==> src/rtl/branch_resolver.sv <==
// Commit-side branch resolver: queues predicted control transfers from fetch, matches
// them against in-order ROB resolutions, trains the predictor and flushes on mispredicts.
module branch_resolver #(
  parameter int DEPTH = 8,
  parameter int IDX_W = 8
) (
  input  logic             clk,
  input  logic             rst,
  input  logic             rdy,
  input  logic             fet_valid,
  input  logic [31:0]      fet_pc,
  input  logic             fet_pred_taken,
  input  logic [31:0]      fet_pred_pc,
  output logic             fet_full,
  input  logic             res_valid,
  input  logic             res_taken,
  input  logic [31:0]      res_target,
  output logic             upd_en,
  output logic [IDX_W-1:0] upd_index,
  output logic             upd_taken,
  output logic [31:0]      upd_target,
  output logic             flush,
  output logic [31:0]      redirect_pc,
  output logic [31:0]      mispred_cnt
);

  localparam int PTR_W = $clog2(DEPTH);
  localparam int CNT_W = $clog2(DEPTH + 1);

  typedef enum logic {
    RUN,
    FLUSH
  } state_t;

  state_t state, state_next;

  // Only the predictor index and predicted next PC are needed at resolution time;
  // the predicted direction is implied by pred_pc, so it is not stored.
  logic [IDX_W-1:0] q_idx     [DEPTH];
  logic [31:0]      q_pred_pc [DEPTH];

  logic [PTR_W-1:0] head, tail;
  logic [CNT_W-1:0] count;

  logic pop, push, mispred;

  logic unused_bits;
  assign unused_bits = ^{fet_pred_taken, fet_pc[31:IDX_W+2], fet_pc[1:0]};

  assign fet_full = (count == CNT_W'(DEPTH));

  always_comb begin
    state_next = state;
    pop        = 1'b0;
    mispred    = 1'b0;
    push       = 1'b0;
    case (state)
      RUN: begin
        pop     = rdy && res_valid && (count != '0);
        mispred = pop && (q_pred_pc[head] != res_target);
        push    = rdy && fet_valid && !fet_full && !mispred;
        if (mispred) state_next = FLUSH;
      end
      FLUSH: state_next = RUN;
      default: state_next = RUN;
    endcase
  end

  always_ff @(posedge clk) begin
    if (rst) begin
      state       <= RUN;
      head        <= '0;
      tail        <= '0;
      count       <= '0;
      upd_en      <= 1'b0;
      upd_index   <= '0;
      upd_taken   <= 1'b0;
      upd_target  <= '0;
      flush       <= 1'b0;
      redirect_pc <= '0;
      mispred_cnt <= '0;
    end else if (rdy) begin
      state  <= state_next;
      upd_en <= pop;
      flush  <= mispred;
      if (pop) begin
        upd_index  <= q_idx[head];
        upd_taken  <= res_taken;
        upd_target <= res_target;
      end
      if (mispred) begin
        redirect_pc <= res_target;
        if (mispred_cnt != '1) mispred_cnt <= mispred_cnt + 32'd1;
        head  <= '0;
        tail  <= '0;
        count <= '0;
      end else begin
        if (pop)  head <= head + PTR_W'(1);
        if (push) tail <= tail + PTR_W'(1);
        case ({push, pop})
          2'b10:   count <= count + CNT_W'(1);
          2'b01:   count <= count - CNT_W'(1);
          default: count <= count;
        endcase
      end
    end else begin
      upd_en <= 1'b0;
      flush  <= 1'b0;
    end
  end

  always_ff @(posedge clk) begin
    if (!rst && push) begin
      q_idx[tail]     <= fet_pc[IDX_W+1:2];
      q_pred_pc[tail] <= fet_pred_pc;
    end
  end

endmodule

==> config.mk <==
export PLATFORM = sky130hd
export DESIGN_NAME = branch_resolver
export DESIGN_NICKNAME = d
export VERILOG_FILES = /design/src/rtl/branch_resolver.sv
export SDC_FILE = /design/constraint.sdc
export NUM_CORES = 1
export LEC_CHECK = 0
export ABC_AREA = 1
export CORE_MARGIN = 2
export CORE_UTILIZATION = 56
export DETAILED_ROUTE_END_ITERATION = 16
export PLACE_DENSITY = 0.8
export SYNTH_ARGS = -nofsm -noshare
export SYNTH_HDL_FRONTEND = slang
export SYNTH_SLANG_ARGS = --single-unit
==> constraint.sdc <==
create_clock -name clk -period 5.96 [get_ports clk]
set_input_delay 1.192 -clock clk [delete_from_list [all_inputs] [get_ports clk]]
set_output_delay 1.192 -clock clk [all_outputs]
set_load 0.01 [all_outputs]
==> reports/metrics.yaml, run 1 <==
grt:
  overflow: 0
  antenna_found_initial: 0
  grt_max_degree: 88
  grt_usage_pct: 27.0
  first_global_vias: 13300
  grt_pass1_wl_microns: 71000
placed_design:
  pre_cts_slack_ns: 1.24
  hpwlAfterDp_microns: 28500
  place.gp.congestion: 0.934
  port_buffers: 185
synth:
  synth_top_area_share_pct: 52.1
  synth.avg_cell_area_sq_um: 9.76
  ys_ff_latch: 441
  synth_fp_nets: 2001
  synth_top_area_cell: "edfxtp_1"
  synthCells: 1892
  muxShareOfSynthArea_pct: 0.434
  async_flop_share_pct: 0
  yosys_warnings: 0
  synth.area.top_cells: "edfxtp_1, dfxtp_1, nand2_1"
  syn_area_sq_um: 18500
  ys_seq_area_share_pct: 65.2
  synth-simple-area-share_pct: 20.1
  synth_edf_count: 320
  synth_top_flop_cell: "edfxtp_1"
  netlist-cell-type-count: 38
  yosys.area_share.adder_pct: 0.447
  synth_compound_area_share_pct: 7.06
  synth-xor-area-share_pct: 1.04
  synth_top_family_by_area: "simple AND/OR/NAND/NOR gates"
  synth_common_cells: "nand2_1, edfxtp_1, nor2_1"
  yosysMostFrequentCell: "nand2_1"
power_and_ir_drop:
  finalPower_w: 0.00664
  pwr-share-comb_pct: 7.8
  switching_power_w: 0.00147
  intPower_w: 0.00516
  seq_power_share_pct: 50.9
  switching_share_pct: 22.2
  peakVddDrop_v: 0.000225
  pwr-share-clk_pct: 41.3
  p_leak_nw: 8.46
  powerDensity_nw_per_um2: 299
drt:
  vias: 14200
  routed_via_density: 5.61
  ant_nets: 0
  wl_per_cell_microns: 18.5
  drc: 0
  drt_pass1_iterations: 6
  drt-total-wl_microns: 46800
  detail_route.iter0.violations: 1409
sta:
  slew_headroom_pct: 25.1
  hold_ws_ns: 0.484
  fmax_mhz: 220
  slew_violations: 0
  hold_viol_final: 0
  rsz0062_at_grt: "false"
  min_period_ns: 4.54
  timing.final.crit_share_pct: 76.2
  tightest_slew_ns: 1.12
  setup_ws_ns: 1.42
  setup-violations-final: 0
  fin_tns_setup_ns: 0
  finClkSkew_ns: 0.0181
floorplanning:
  num_rows: 66
  io_pins: 211
  start_util_pct: 56.7
  dieArea_sq_um: 34400
  die_w_microns: 186
  coreArea_sq_um: 32500
  die_y_microns: 186
critical_path:
  cp.required_ns: 6.40
  crit_arrival_ns: 4.98
  worstSetupEndpointType: "flip-flop"
  path_class: "reg2reg"
  setup.worst_path.start_class: "flip-flop"
  critPathMaxFanout: 87
clocking:
  numCtsBuffers: 44
  cts_tree: "done"
  cts_htree_levels: 2
  clk_path_buf_depth: 3
  clockRootBuffer: "clkbuf_16"
  clk_pin_slew_ns: 0.06
  cts-hold-fix-buffers: 0
  cts_resized: 0
  cts_setup_buffers: 0
  cts.sinks: 441
  insertion_delay_ns: 0.55
layout:
  layout-drive-gt1-share_pct: 5.08
  nNetsFinal: 2162
  area_growth_pct: 20.0
  diodes: 0
min_path:
  hp-class: "reg2reg"
status:
  status: "complete, no violations"
run:
  drv_cap: 0
final timing paths:
check                       start         endpoint  slack, ns  cells past startpoint
setup / recovery        flip-flop   mispred_cnt[7]       1.42                     23
hold / removal    redirect_pc[25]  redirect_pc[25]       0.48                      2
setup reg to reg        flip-flop   mispred_cnt[7]       1.42                     23
hold reg to reg   redirect_pc[25]  redirect_pc[25]       0.48                      2
power by group through the flow:
| stage | sequential (W) | clock [W] | combinational (W) |
|---|---|---|---|
| after global routing | 0.00338 | 0.00288 | 0.000567 |
| after global placement | 0.00344 | 0 | 0.000492 |
| after CTS | 0.00337 | 0.00276 | 0.000514 |
| final | 0.00338 | 0.00274 | 0.000519 |
| after detailed placement | 0.00344 | 0 | 0.000509 |
| after floorplan | 0.00345 | 0 | 0.000249 |
area by class of cell:
cell class | count | area (sq um)
Clock buffer | 59 | 1220
Fill cell | 2358 | 10400
Tap cell | 442 | 553
Multi-Input combinational cell | 1180 | 5420
Sequential cell | 441 | 12000
Timing Repair Buffer | 206 | 2030
Inverter | 180 | 678
Clock inverter | 22 | 218
per-stage QoR:
step / cells / area, sq um / utilization [%]
2_1_floorplan: 1892 / 18500 / -
3_3_place_gp: 2449 / 20700 / 63.7
3_5_place_dp: 2449 / 20700 / 63.7
4_1_cts: 2530 / 22200 / 68.1
5_1_grt: 2530 / 22200 / 68.1
6_report: 2530 / 22200 / 68.1
routing by layer:
| layer | global-route usage, % | up-vias | wire (microns) |
|---|---|---|---|
| met5 | 0 | - | 0 |
| met2 | 44.0 | 741 | 21800 |
| li1 | - | 6663 | - |
| met3 | 4.85 | 100 | 5230 |
| met1 | 36.7 | 6681 | 18400 |
| met4 | 9.17 | 0 | 1330 |
critical path: stages (launching register included):
cell and delay, ns:
dfxtp_4 0.35, inv_2 0.44, buf_12 0.41, nand2_1 0.10
nand3_1 0.10, nand3_1 0.12, nand2_1 0.09, nand2_1 0.05
nand2_1 0.14, inv_1 0.07, nand2_1 0.05, nor2_1 0.05
nand2_1 0.09, nor2_1 0.05, nand2_1 0.17, nand2_2 0.26
inv_4 0.51, nand2_4 0.32, inv_2 0.45, nand2_1 0.17
nor2_1 0.17, nand2_1 0.07, nand2_1 0.06, nor2_1 0.05
state kept, by name (all words and copies together) (netlist names), named ones only:
signal	count
q_idx	64
upd_target	32
q_pred_pc	256
head	3
upd_en	1
mispred_cnt	32
tail	3
upd_taken	1
upd_index	8
count	4
state	1
flush	1
redirect_pc	32
placed cells by master (no fill, tap or decap), types with 2 or more instances in the layout:
master             n
nand3b_1           7
xnor2_1            4
or4_1              2
o21ai_1           20
clkinv_2           7
nor2_4             5
nand2_1          492
bufinv_16          4
o32ai_1            5
o21ai_0          110
nor4_1            10
ha_1               5
inv_2              4
buf_12             2
xor2_1            18
nor3_1            22
clkbuf_16         47
buf_4             19
clkdlybuf4s50_1  185
nand2_2            2
mux2i_1            8
clkinvlp_2         2
o21a_1             2
clkbuf_1          12
clkinv_1           5
nor2_1           177
nor3_2             4
nand3_1          162
o22ai_1            6
a21oi_1           95
edfxtp_1         320
a31oi_1            2
inv_6              3
o221ai_1           5
inv_1            175
nand4_1            9
dfxtp_1          119
logic make-up after synthesis:
group	count (synthesis)
and+or+nand+nor	896
DFF	441
buffers and inverters	271
AOI/OAI and AO/OA	248
xor gates and xnor gates	22
muxes	8
adders and majority gates	6
No activity file was read; power rests on OpenSTA's default activity.
==> run 2: changes to the inputs <==
- clock period: 5.96 -> 4.4 ns (I/O delays scaled with it)
==> run 2 against run 1 <==
Compared with the run above:
- via count is 0.42% lower
- routed wire length increased by 0.87%
- cell area up 0.50%
- total power up 31%
- clock power up 23%
- non-clock buffer count grew 16
- critical path type unchanged
- highest routed layer is now met5
==> reports/metrics.yaml, run 2 (synthesis gave the netlist of run 1 again) <==
drt:
  vias: 14100
  ant_nets: 0
  routed_via_density: 5.56
  drc: 0
  detail_route.iter0.violations: 1256
  drt_pass1_iterations: 5
  drt-total-wl_microns: 47200
  wl_per_cell_microns: 18.6
layout:
  reg.largest.list: "q_pred_pc (256), q_idx (64)"
  top_register: "q_pred_pc"
  final_cell_mix: "nand2_1, edfxtp_1, clkdlybuf4s50_1"
  final_common_cell: "nand2_1"
  area_growth_pct: 20.6
  final_cell_area_sq_um: 22300
  nNetsFinal: 2178
  largest_reg_flops: 256
  layout-drive-gt1-share_pct: 5.63
  fin_util_pct: 68.4
sta:
  setup-violations-final: 0
  fmax_mhz: 249
  finClkSkew_ns: 0.0222
  tightest_slew_ns: 1.19
  rsz0062_at_grt: "false"
  slew_headroom_pct: 20.6
  slew_violations: 0
  hold_viol_final: 0
  timing.final.crit_share_pct: 91.1
  min_period_ns: 4.01
clocking:
  cts_resized: 0
  insertion_delay_ns: 0.54
  clk_path_buf_depth: 3
  cts_setup_buffers: 0
  numCtsBuffers: 44
  cts_tree: "done"
  clk_pin_slew_ns: 0.06
  cts.sinks: 441
  cts_htree_levels: 2
  clockRootBuffer: "clkbuf_16"
  cts-hold-fix-buffers: 0
floorplanning:
  dieArea_sq_um: 34400
  num_rows: 66
  die_w_microns: 186
  start_util_pct: 56.7
  die_y_microns: 186
  io_pins: 211
  coreArea_sq_um: 32500
grt:
  first_global_vias: 13200
  overflow: 0
  grt_max_degree: 139
  grt_pass1_wl_microns: 71400
  antenna_found_initial: 3
  grt_usage_pct: 27.1
critical_path:
  crit_path_frequent_cell: "nand2_1"
  setup.worst_path.start_class: "flip-flop"
  crit_arrival_ns: 4.22
  critPathMaxFanout: 39
  cp.required_ns: 4.61
  critPathSlowestCell: "buf_4"
  worstSetupEndpointType: "flip-flop"
  path_class: "reg2reg"
  cpPeakStageDelay_ns: 0.46
  crit_chain: "inv_1 -> buf_4 -> nand3_1 -> nand3_1 -> nand2_1 -> nand2_1 -> nand2_1 -> inv_1 -> nand2_1 -> nor2_1 -> nand2_1 -> nor2_1 -> nand2_1 -> nand2_1 -> nand2_1 -> buf_4 -> nor2_1 -> nand2_1 -> nor3_2 -> buf_12"
status:
  status: "complete, no violations"
placed_design:
  hpwlAfterDp_microns: 30000
  dpl-instance-area_sq_um: 21000
  place.gp.congestion: 0.911
  port_buffers: 185
power_and_ir_drop:
  peakVddDrop_v: 0.000341
  powerDensity_nw_per_um2: 389
  p_leak_nw: 8.50
run:
  drv_cap: 0
min_path:
  hp-class: "reg2reg"
run 2: changes by cell type in the layout (fill, tap and decap cells not counted), moves of 2 or more:
cell / previous run / this run
diode_2: 0 / 2
clkbuf_1: 12 / 8
inv_6: 3 / 0
bufinv_16: 4 / 0
clkinvlp_4: 1 / 4
clkbuf_16: 47 / 45
buf_4: 19 / 24
clkbuf_8: 0 / 2
buf_12: 2 / 13
run 2: cell type report:
class | instances | area (sq um)
sequential | 441 | 12000
tap | 442 | 553
fill | 2393 | 10300
inverter | 180 | 678
antenna | 2 | 5.00
timing repair buffer | 222 | 2290
clock inverter | 19 | 103
multi-input combinational | 1180 | 5420
clock buffer | 55 | 1180
run 2: worst max-delay path, delay by kind of cell, from the launching register on:
kind,cells,cell delay [ns]
simple gates,15,2.02
flops,1,0.42
buf+inv,5,1.18
run 2: through the flow:
step                instances  TNS [ns]  setup slack (ns)  hold WS [ns]  total power (W)
floorplan                1892   -122.74            -0.767         0.457          0.00501
global placement         2465         0             0.402         0.463          0.00534
detailed placement       2465         0             0.341         0.478          0.00536
CTS                      2539         0             0.463         0.487          0.00870
global route             2541         0            0.0880         0.526          0.00893
finish                   2541         0             0.391         0.484          0.00867
run 2: per-layer routing:
layer,up-vias,global-route usage (%),part of all wire (%)
li1,6687,-,-
met1,6670,36.1,41
met2,662,45.0,47
met3,104,4.72,9.1
met4,2,10.0,3.0
met5,-,0,0.023
run 2: final timing paths:
path	startpoint	endpoint	slack (ns)	cells past startpoint
worst max-delay path	flip-flop	q_pred_pc[7][10]	0.39	20
worst min-delay path	mispred_cnt[31]	mispred_cnt[31]	0.48	2
worst max register to register	flip-flop	q_pred_pc[7][10]	0.39	20
worst min register to register	mispred_cnt[31]	mispred_cnt[31]	0.48	2
run 2: power breakdown:
| group | internal (W) | switching (W) | total (W) |
|---|---|---|---|
| Combinational | 0.000281 | 0.000437 | 0.000719 |
| Sequential | 0.00453 | 0.0000434 | 0.00457 |
| Clock | 0.00190 | 0.00148 | 0.00337 |
